<file path="config.mk">
export PLATFORM = sky130hd
export DESIGN_NAME = lr35902_oam_multi_flat
export DESIGN_NICKNAME = d
export VERILOG_FILES = /design/src/rtl/lr35902_oam_multi_if.sv /design/src/rtl/lr35902_oam_multi.sv /design/src/flat_wrapper.sv
export SDC_FILE = /design/constraint.sdc
export NUM_CORES = 1
export LEC_CHECK = 0
export ABC_CLOCK_PERIOD_IN_PS = 4300
export CORE_UTILIZATION = 60
export CTS_CLUSTER_SIZE = 14
export DETAILED_ROUTE_END_ITERATION = 10
export PLACE_DENSITY = 0.8
export SLEW_MARGIN = 20
export SYNTH_ARGS = -nofsm -noshare
export SYNTH_HDL_FRONTEND = slang
export SYNTH_SLANG_ARGS = --single-unit
</file>
<file path="constraint.sdc">
create_clock -name clk -period 4.3 [get_ports clk]
set_input_delay 0.86 -clock clk [delete_from_list [all_inputs] [get_ports clk]]
set_output_delay 0.86 -clock clk [all_outputs]
set_load 0.01 [all_outputs]
</file>
<file path="src/rtl/lr35902_oam_multi_if.sv">
// CPU-side bus of the parametrised PPU object attribute memory.
// The CPU/bus-decoder side drives through the master modport; the OAM uses the slave modport.
interface lr35902_oam_multi_if #(
  parameter int ADR_W = 8,
  parameter int LANES = 2
);
  logic [ADR_W-1:0]   adr;
  logic [7:0]         din;
  logic               read;
  logic               write;
  logic [7:0]         dout;
  logic [LANES*8-1:0] dout_wide;
  logic               busy;

  modport master (output adr, din, read, write, input dout, dout_wide, busy);
  modport slave  (input adr, din, read, write, output dout, dout_wide, busy);
endinterface

</file>
<file path="src/rtl/lr35902_oam_multi.sv">
// Parametrised object attribute memory for the PPU sprite fetcher.
// CPU byte read/write, LANES-byte wide registered read, and a clear sequencer
// that zeroes the RAM after every reset.
// Optional OAM DMA engine: define LR35902_OAM_DMA_EN to add dma_start/dma_adr/dma_din.
module lr35902_oam_multi #(
  parameter int ENTRIES     = 40,
  parameter int ENTRY_BYTES = 4,
  parameter int LANES       = 2,
  parameter int ADR_W       = 8
) (
  input  logic             clk,
  input  logic             reset,
`ifdef LR35902_OAM_DMA_EN
  input  logic             dma_start,
  output logic [ADR_W-1:0] dma_adr,
  input  logic [7:0]       dma_din,
`endif
  lr35902_oam_multi_if.slave bus
);

  localparam int TOTAL  = ENTRIES * ENTRY_BYTES;
  localparam int WORDS  = TOTAL / LANES;
  localparam int WORD_W = LANES * 8;
  localparam int LANE_W = (LANES > 1) ? $clog2(LANES) : 1;
  localparam int WIDX_W = (WORDS > 1) ? $clog2(WORDS) : 1;

  // One extra bit so TOTAL == 2**ADR_W still compares correctly.
  localparam logic [ADR_W:0]   TOTAL_C   = (ADR_W+1)'(TOTAL);
  localparam logic [ADR_W-1:0] LAST_WORD = ADR_W'(WORDS - 1);
`ifdef LR35902_OAM_DMA_EN
  localparam logic [ADR_W-1:0] LAST_BYTE = ADR_W'(TOTAL - 1);
`endif

`ifdef LR35902_OAM_DMA_EN
  typedef enum logic [1:0] {CLEAR, IDLE, DMA} state_t;
`else
  typedef enum logic [1:0] {CLEAR, IDLE} state_t;
`endif

  state_t            state, state_n;
  logic [ADR_W-1:0]  cnt, cnt_n;

  logic [WORD_W-1:0] mem [WORDS];

  logic [WORD_W-1:0] dout_wide_q;
  logic [LANE_W-1:0] lane_q;

  // Write history: adr/din are captured every cycle write is high so the
  // commit on the falling edge uses the values from the last high cycle.
  logic              wr_hist_p1;
  logic [ADR_W-1:0]  wr_adr_p1;
  logic [7:0]        wr_din_p1;
  logic              commit;

  // Single RAM write port shared by clear, CPU commit and DMA.
  logic              we;
  logic [WIDX_W-1:0] widx;
  logic [LANES-1:0]  wmask;
  logic [WORD_W-1:0] wdata;

  function automatic logic [WIDX_W-1:0] word_of(input logic [ADR_W-1:0] a);
    return WIDX_W'(a / LANES);
  endfunction

  function automatic logic [LANE_W-1:0] lane_of(input logic [ADR_W-1:0] a);
    return LANE_W'(a % LANES);
  endfunction

  function automatic logic in_range(input logic [ADR_W-1:0] a);
    return {1'b0, a} < TOTAL_C;
  endfunction

  // A falling edge outside IDLE is still consumed because the history register always tracks write.
  assign commit = wr_hist_p1 && !bus.write && (state == IDLE) && in_range(wr_adr_p1);

  // Sequencer state and counter; reset always restarts the clear from word 0.
  always_ff @(posedge clk or posedge reset) begin
    if (reset) begin
      state <= CLEAR;
      cnt   <= '0;
    end else begin
      state <= state_n;
      cnt   <= cnt_n;
    end
  end

  // Next state and RAM write port selection.
  always_comb begin
    state_n = state;
    cnt_n   = cnt;
    we      = 1'b0;
    widx    = '0;
    wmask   = '0;
    wdata   = '0;
    case (state)
      CLEAR: begin
        we    = 1'b1;
        widx  = WIDX_W'(cnt);
        wmask = '1;
        if (cnt == LAST_WORD) begin
          state_n = IDLE;
          cnt_n   = '0;
        end else begin
          cnt_n = cnt + 1'b1;
        end
      end
      IDLE: begin
        if (commit) begin
          we    = 1'b1;
          widx  = word_of(wr_adr_p1);
          wmask = LANES'(1) << lane_of(wr_adr_p1);
          wdata = {LANES{wr_din_p1}};
        end
`ifdef LR35902_OAM_DMA_EN
        if (dma_start) begin
          state_n = DMA;
          cnt_n   = '0;
        end
`endif
      end
`ifdef LR35902_OAM_DMA_EN
      DMA: begin
        we    = 1'b1;
        widx  = word_of(cnt);
        wmask = LANES'(1) << lane_of(cnt);
        wdata = {LANES{dma_din}};
        if (cnt == LAST_BYTE) begin
          state_n = IDLE;
          cnt_n   = '0;
        end else begin
          cnt_n = cnt + 1'b1;
        end
      end
`endif
      default: begin
        state_n = CLEAR;
        cnt_n   = '0;
      end
    endcase
  end

  // Byte-masked RAM write; contents are only ever zeroed by the clear sequencer.
  always_ff @(posedge clk) begin
    if (we) begin
      for (int i = 0; i < LANES; i++) begin
        if (wmask[i]) mem[widx][i*8 +: 8] <= wdata[i*8 +: 8];
      end
    end
  end

  // Registered wide read, read-first against a same-cycle write; all ones when busy or out of range.
  always_ff @(posedge clk or posedge reset) begin
    if (reset) begin
      dout_wide_q <= '0;
      lane_q      <= '0;
    end else if (bus.read) begin
      lane_q <= lane_of(bus.adr);
      if ((state != IDLE) || !in_range(bus.adr)) dout_wide_q <= '1;
      else                                        dout_wide_q <= mem[word_of(bus.adr)];
    end
  end

  // Write strobe history drives the falling-edge commit.
  always_ff @(posedge clk or posedge reset) begin
    if (reset) wr_hist_p1 <= 1'b0;
    else       wr_hist_p1 <= bus.write;
  end

  // Capture of the address/data that the next commit will use.
  always_ff @(posedge clk) begin
    if (bus.write) begin
      wr_adr_p1 <= bus.adr;
      wr_din_p1 <= bus.din;
    end
  end

  assign bus.dout_wide = dout_wide_q;
  assign bus.dout      = dout_wide_q[lane_q*8 +: 8];
  assign bus.busy      = (state != IDLE);

`ifdef LR35902_OAM_DMA_EN
  assign dma_adr = (state == DMA) ? cnt : '0;
`endif

endmodule

</file>
<file path="src/flat_wrapper.sv">
// flat-port wrapper written by rule: the top's interface ports become plain ports
module lr35902_oam_multi_flat 
#(
  parameter int ENTRIES     = 40,
  parameter int ENTRY_BYTES = 4,
  parameter int LANES       = 2,
  parameter int ADR_W       = 8
)
  (clk, reset, bus_adr, bus_din, bus_read, bus_write, bus_dout, bus_dout_wide, bus_busy);
  lr35902_oam_multi_if #(.ADR_W(ADR_W), .LANES(LANES)) bus_i ();
  input  logic clk;
  input  logic reset;
  input wire logic [$bits(bus_i.adr)-1:0] bus_adr;
  input wire logic [$bits(bus_i.din)-1:0] bus_din;
  input wire logic [$bits(bus_i.read)-1:0] bus_read;
  input wire logic [$bits(bus_i.write)-1:0] bus_write;
  output wire logic [$bits(bus_i.dout)-1:0] bus_dout;
  output wire logic [$bits(bus_i.dout_wide)-1:0] bus_dout_wide;
  output wire logic [$bits(bus_i.busy)-1:0] bus_busy;
  assign bus_i.adr = bus_adr;
  assign bus_i.din = bus_din;
  assign bus_i.read = bus_read;
  assign bus_i.write = bus_write;
  assign bus_dout = bus_i.dout;
  assign bus_dout_wide = bus_i.dout_wide;
  assign bus_busy = bus_i.busy;
  lr35902_oam_multi #(.ENTRIES(ENTRIES), .ENTRY_BYTES(ENTRY_BYTES), .LANES(LANES), .ADR_W(ADR_W)) u_core (.clk(clk), .reset(reset), .bus(bus_i));
endmodule
</file>
==> impl_metrics.ini, run 1 <==
[route]
first_pass_iters = 6
vias = 28033
ant_nets = 0
drt-initial-drc-count = 3898
wl_per_cell_um = 31.12
drc_errors = 0
drt_wl_total_um = 129200
via_per_inst = 6.753

[synthesis]
async_reset_ff_share_pct = 2.041
synth_area_um2 = 52370
synth_cell_type_count = 57
avgSynthCellArea_um2 = 19.03
ys_seq_elements = 1323
synth.top_cell.area_share_pct = 74.31
yosysTopAreaCell = edfxtp_1
synth_common_cells = 1,296 x edfxtp_1, 254 x mux2i_1, 213 x nor2_1
syn_inst = 2752
synth_warnings = 0
ys.flop_type = edfxtp_1
synth.net_count = 2773
ys_seq_area_share_pct = 75.60
synth.most_common_cell = edfxtp_1
synth_edf_count = 1296
synth_area_leaders = edfxtp_1 74%, mux4_2 8.7%, mux2i_1 4.9%

[power_and_ir_drop]
p_clk_share_pct = 42.1
peakVddDrop_mv = 0.4306
switching_share_pct = 19.77
p_seq_share_pct = 55.5
leakagePower_uw = 0.01582
internal_power_uw = 20190
p_sw_uw = 4973
combPwrFrac_pct = 2.3
cellPowerDensity_nw_per_um2 = 429.4

[sta]
tightest_slew_ps = 1021
period_share_pct = 79.54
max_slew_margin_pct = 31.69
setup_tns_ps = 0
min_period_ps = 3420
hold_viol = 0
grt_setup_unrepaired = no
fin_skew_ps = 39.88
max_freq_ghz = 0.2924
setup-violations-final = 0
final-max-slew-violation-count = 0

[die]
core_area_um2 = 85820
num_io_pins = 45
fp.dieH_um = 297.4
rows = 107
initial_core_util_pct = 61.03
die_w_um = 297.4
dieArea_um2 = 88470

[placement]
port_buffers = 44
hpwl_um = 80050
post_dp_cell_area_um2 = 54670
placed_cells = 3926
gp_congestion = 0.9859

[setup_path]
critical_path_required_ps = 3440
worst-path-max-fanout = 18
crit_type = flip-flop to output port
crit_arrival_ps = 2560
endpoint_kind = output port
start_kind = flip-flop

[clock_tree]
cts_setup_buffers = 0
cts-resized-gates = 0
numCtsBuffers = 121
clk_latency_ps = 720
clkSlewWorstSetupHoldPaths_ps = 60
cts_max_path_buffers = 3
htree_levels = 3
cts.sinks = 1323
root_buffer = clkbuf_16
cts_tree = built
ctsHoldBuffers = 0

[finish]
multiInputGateArea_um2 = 11770
design_area_um2 = 58600
area_delta_synth_final_pct = 11.88
fillCellCount = 5101
regArea_um2 = 39590
drive_gt1_share_pct = 19.39
final_net_count = 2926
finalNonFillerCells = 4151

[global_route]
antenna_found_initial = 2
first_global_vias = 28050
grt_pass1_wl_um = 188800
grt_usage_pct = 29.44
grt_max_degree = 95
gr-total-overflow = 0

[status]
status = completed

[hold_path]
hold_path_class = flip-flop to flip-flop

[job]
cap_viol_max_count = 0
critical path, cell delays in order, from the launching register on:
cell	delay, ps
dfrtp_1	710
clkinv_1	540
clkdlybuf4s50_1	620
cell type report:
cell class	instances	area share, %
clock inverters	68	1.117
clock buffers	156	5.584
flip-flops and latches	1323	67.57
multi-input cells	1265	20.09
repair buffers	188	3.152
inverters	6	0.03844
well taps	1144	2.443
diodes	1	0.004271
cell families (layout without fill, tap and decap cells):
family	after synthesis	count (layout)	synth area share [%]
AOI/OAI and AO/OA	272	272	3.524
adders and majority gates	1	1	0.02389
DFF	1323	1323	75.60
muxes	491	491	14.52
and+or+nand+nor	498	498	4.324
xor gates and xnor gates	3	3	0.05018
other	0	1	0
buffers and inverters	164	418	1.964
power groups by stage:
stage                     clock network, µW  registers, µW  logic (µW)
after floorplan                           0          14200         430
after global placement                    0          14200         567
after detailed placement                  0          14200         578
after CTS                             10700          14000         582
after global routing                  11100          14000         611
final                                 10600          14000         588
registers in the layout, indices dropped and copies added (netlist names):
signal and count:
u_core.wr_din_p1 8, u_core.wr_hist_p1 1, u_core.state 1, u_core.cnt 8
u_core.bus.dout_wide 16, u_core.wr_adr_p1 8, u_core.mem 1280, u_core.lane_q 1
routing by layer:
metal	up-vias	routed length (µm)	global-route usage, %
met5	-	0	0
met1	14332	48370	40.98
li1	11412	-	-
met4	0	5777	12.27
met2	1924	60080	45.19
met3	365	14950	7.106
stage by stage:
stage	hold slack, ps	utilization, %	total power, µW	setup slack [ps]
after floorplan	442.6	-	14660	151.8
final	477.8	68.28	25160	879.7
after detailed placement	466.5	63.70	14820	397.4
after global placement	460.2	63.70	14810	373.4
after global routing	495.2	68.28	25700	789.3
after CTS	475.7	68.28	25220	901.6
worst paths after layout:
path	to	start	slack, ps	depth (start not counted)
worst max-delay path	bus_busy	u_core.state[0]	880	2
worst min-delay path	u_core.cnt[7]	u_core.cnt[7]	480	1
worst max register to register	u_core.mem[59][4]	u_core.state[0]	970	6
worst min register to register	u_core.cnt[7]	u_core.cnt[7]	480	1
max in group asynchronous	u_core.bus.dout_wide[10]	reset	3330	3
min in group asynchronous	u_core.bus.dout_wide[3]	reset	650	3
cell usage in the layout (no fill, tap or decap), drive strengths merged, types with 15 or more instances in the layout:
master and instances:
a21oi 54, a22oi 78, buf 148, clkbuf 156, clkdlybuf4s50 40, clkinv 53, dfrtp 27, edfxtp 1296
mux2 27, mux2i 254, mux4 210, nand2 114, nand3 51, nand4 16, nor2 214, nor2b 28
nor4 18, o21ai 43, o22ai 20, or2 15
Power figures use the tool's default switching activity.
==> run 2, diff against run 1 <==
Settings changed: ABC_CLOCK_PERIOD_IN_PS 4300 to 3100, CORE_UTILIZATION 60 to 57.
Clock period 4.3 ns to 3.1 ns, I/O delays scaled along.
==> run 2 against run 1 <==
  * Combinational power up 50%
  * Critical path depth unchanged
  * Core utilization shrank 1.1 points
  * Sequential power increased by 39%
  * Setup slack got worse by 840 ps
  * Sequential share of layout area is 2.5 points lower
  * Register-to-register slack worse by 550 ps
  * Largest cell class unchanged
  * Highest routed layer unchanged
==> impl_metrics.ini, run 2 (synthesized netlist as in run 1, its figures left out) <==
[status]
status = completed

[placement]
port_buffers = 44
hpwl_um = 82710
post_dp_cell_area_um2 = 56510
dp_worst_setup_slack_ps = -68.10
gp_congestion = 0.9721

[route]
ant_nets = 0
via_per_inst = 6.638
vias = 29096
wl_per_cell_um = 30.84
drc_errors = 0
drt-initial-drc-count = 4448
first_pass_iters = 10
drt_wl_total_um = 135200

[global_route]
gr-total-overflow = 0
grtUsageMet1_pct = 40.94
met2_usage_pct = 45.44
grt_usage_pct = 29.32
busiest_layer = met2
grt_pass1_wl_um = 196900
first_global_vias = 28965
grt_max_degree = 96
met3_usage_pct = 6.077
antenna_found_initial = 3

[sta]
min_period_ps = 3064
grt_setup_unrepaired = no
final-max-slew-violation-count = 0
tightest_slew_ps = 935.4
fin_skew_ps = 25.49
max_freq_ghz = 0.3263
whs_ps = 284.5
max_slew_margin_pct = 37.51
setup-violations-final = 0
worst_slack_ps = 35.72
period_share_pct = 98.85
hold_viol = 0

[die]
die_w_um = 305.1
rows = 110
num_io_pins = 45
dieArea_um2 = 93100
fp.dieH_um = 305.1
initial_core_util_pct = 57.83
core_area_um2 = 90560

[clock_tree]
root_buffer = clkbuf_16
cts.sinks = 1323
clk_latency_ps = 750
cts_tree = built
ctsHoldBuffers = 0
cts-resized-gates = 0
cts_setup_buffers = 0
clkSlewWorstSetupHoldPaths_ps = 60
cts_max_path_buffers = 3
numCtsBuffers = 131
htree_levels = 4

[finish]
layout_commonest_cell = edfxtp_1
regArea_um2 = 39590
multiInputGateArea_um2 = 11770
top_register = u_core.mem
n_antenna_cell = 0
design_area_um2 = 60810
final_net_count = 3126
final_cell_mix = 1,296 x edfxtp_1, 280 x buf_4, 254 x mux2i_1
area_delta_synth_final_pct = 16.11
largest_reg_flops = 1280
fillCellCount = 5504
drive_gt1_share_pct = 24.63

[power_and_ir_drop]
cellPowerDensity_nw_per_um2 = 594.8
peakVddDrop_mv = 0.7195
leakagePower_uw = 0.01716
power.total_uw = 36170

[setup_path]
start_kind = flip-flop
critical_path_required_ps = 2480
worst-path-max-fanout = 11
endpoint_kind = output port
crit_arrival_ps = 2440
crit_type = flip-flop to output port
startpoint = u_core.state[0]
reg2reg_from = u_core.state[0]

[hold_path]
hold_path_class = input pin to async pin

[job]
cap_viol_max_count = 0
run 2: cell count changes in the layout (fill, tap and decap cells not counted), sizes merged:
cell and change:
buf +190, diode -1, bufinv +2, clkinvlp +2, clkbuf +7, inv +5
clkinv -5
run 2: report_power, final:
| group | internal [µW] | switching (µW) |
|---|---|---|
| sequential | 19400 | 20.4 |
| combinational | 356 | 526 |
| clock | 9240 | 6670 |
| total | 29000 | 7220 |
run 2: path summary, 6_finish.rpt:
check	end	slack, ps	depth (start not counted)
min reg2reg	u_core.cnt[7]	480	1
max in group asynchronous	u_core.bus.dout_wide[12]	2490	3
max reg2reg	u_core.mem[38][5]	420	8
min	u_core.bus.dout_wide[7]	280	3
min in group clk	u_core.wr_din_p1[1]	450	1
max	bus_busy	40	2
run 2: worst max-delay path, stage by stage (launching register included):
cell             delay [ps]
dfrtp_1                 620
clkinvlp_4              400
clkdlybuf4s50_1         680
run 2: layout make-up:
class                   instances  area share [%]
clock inverters                72           1.235
flip-flops and latches       1323           65.11
repair buffers                378           6.000
clock buffers                 163           5.831
inverters                       6         0.04321
multi-input cells            1265           19.36
well taps                    1176           2.420
run 2: per-stage QoR:
| step | std cells | utilization (%) | setup TNS (ps) |
|---|---|---|---|
| final | 4383 | 67.15 | 0 |
| after global routing | 4383 | 67.15 | 0 |
| after CTS | 4383 | 67.14 | 0 |
| after detailed placement | 4148 | 62.40 | -1022 |
| after global placement | 4148 | 62.40 | -260.9 |
| after floorplan | 2752 | - | 0 |
run 2: metal layers:
metal / share of wire (%) / wire length (µm)
met5: 0 / 0
met4: 4.0 / 5359
met3: 11 / 14820
met2: 47 / 63850
met1: 38 / 51130
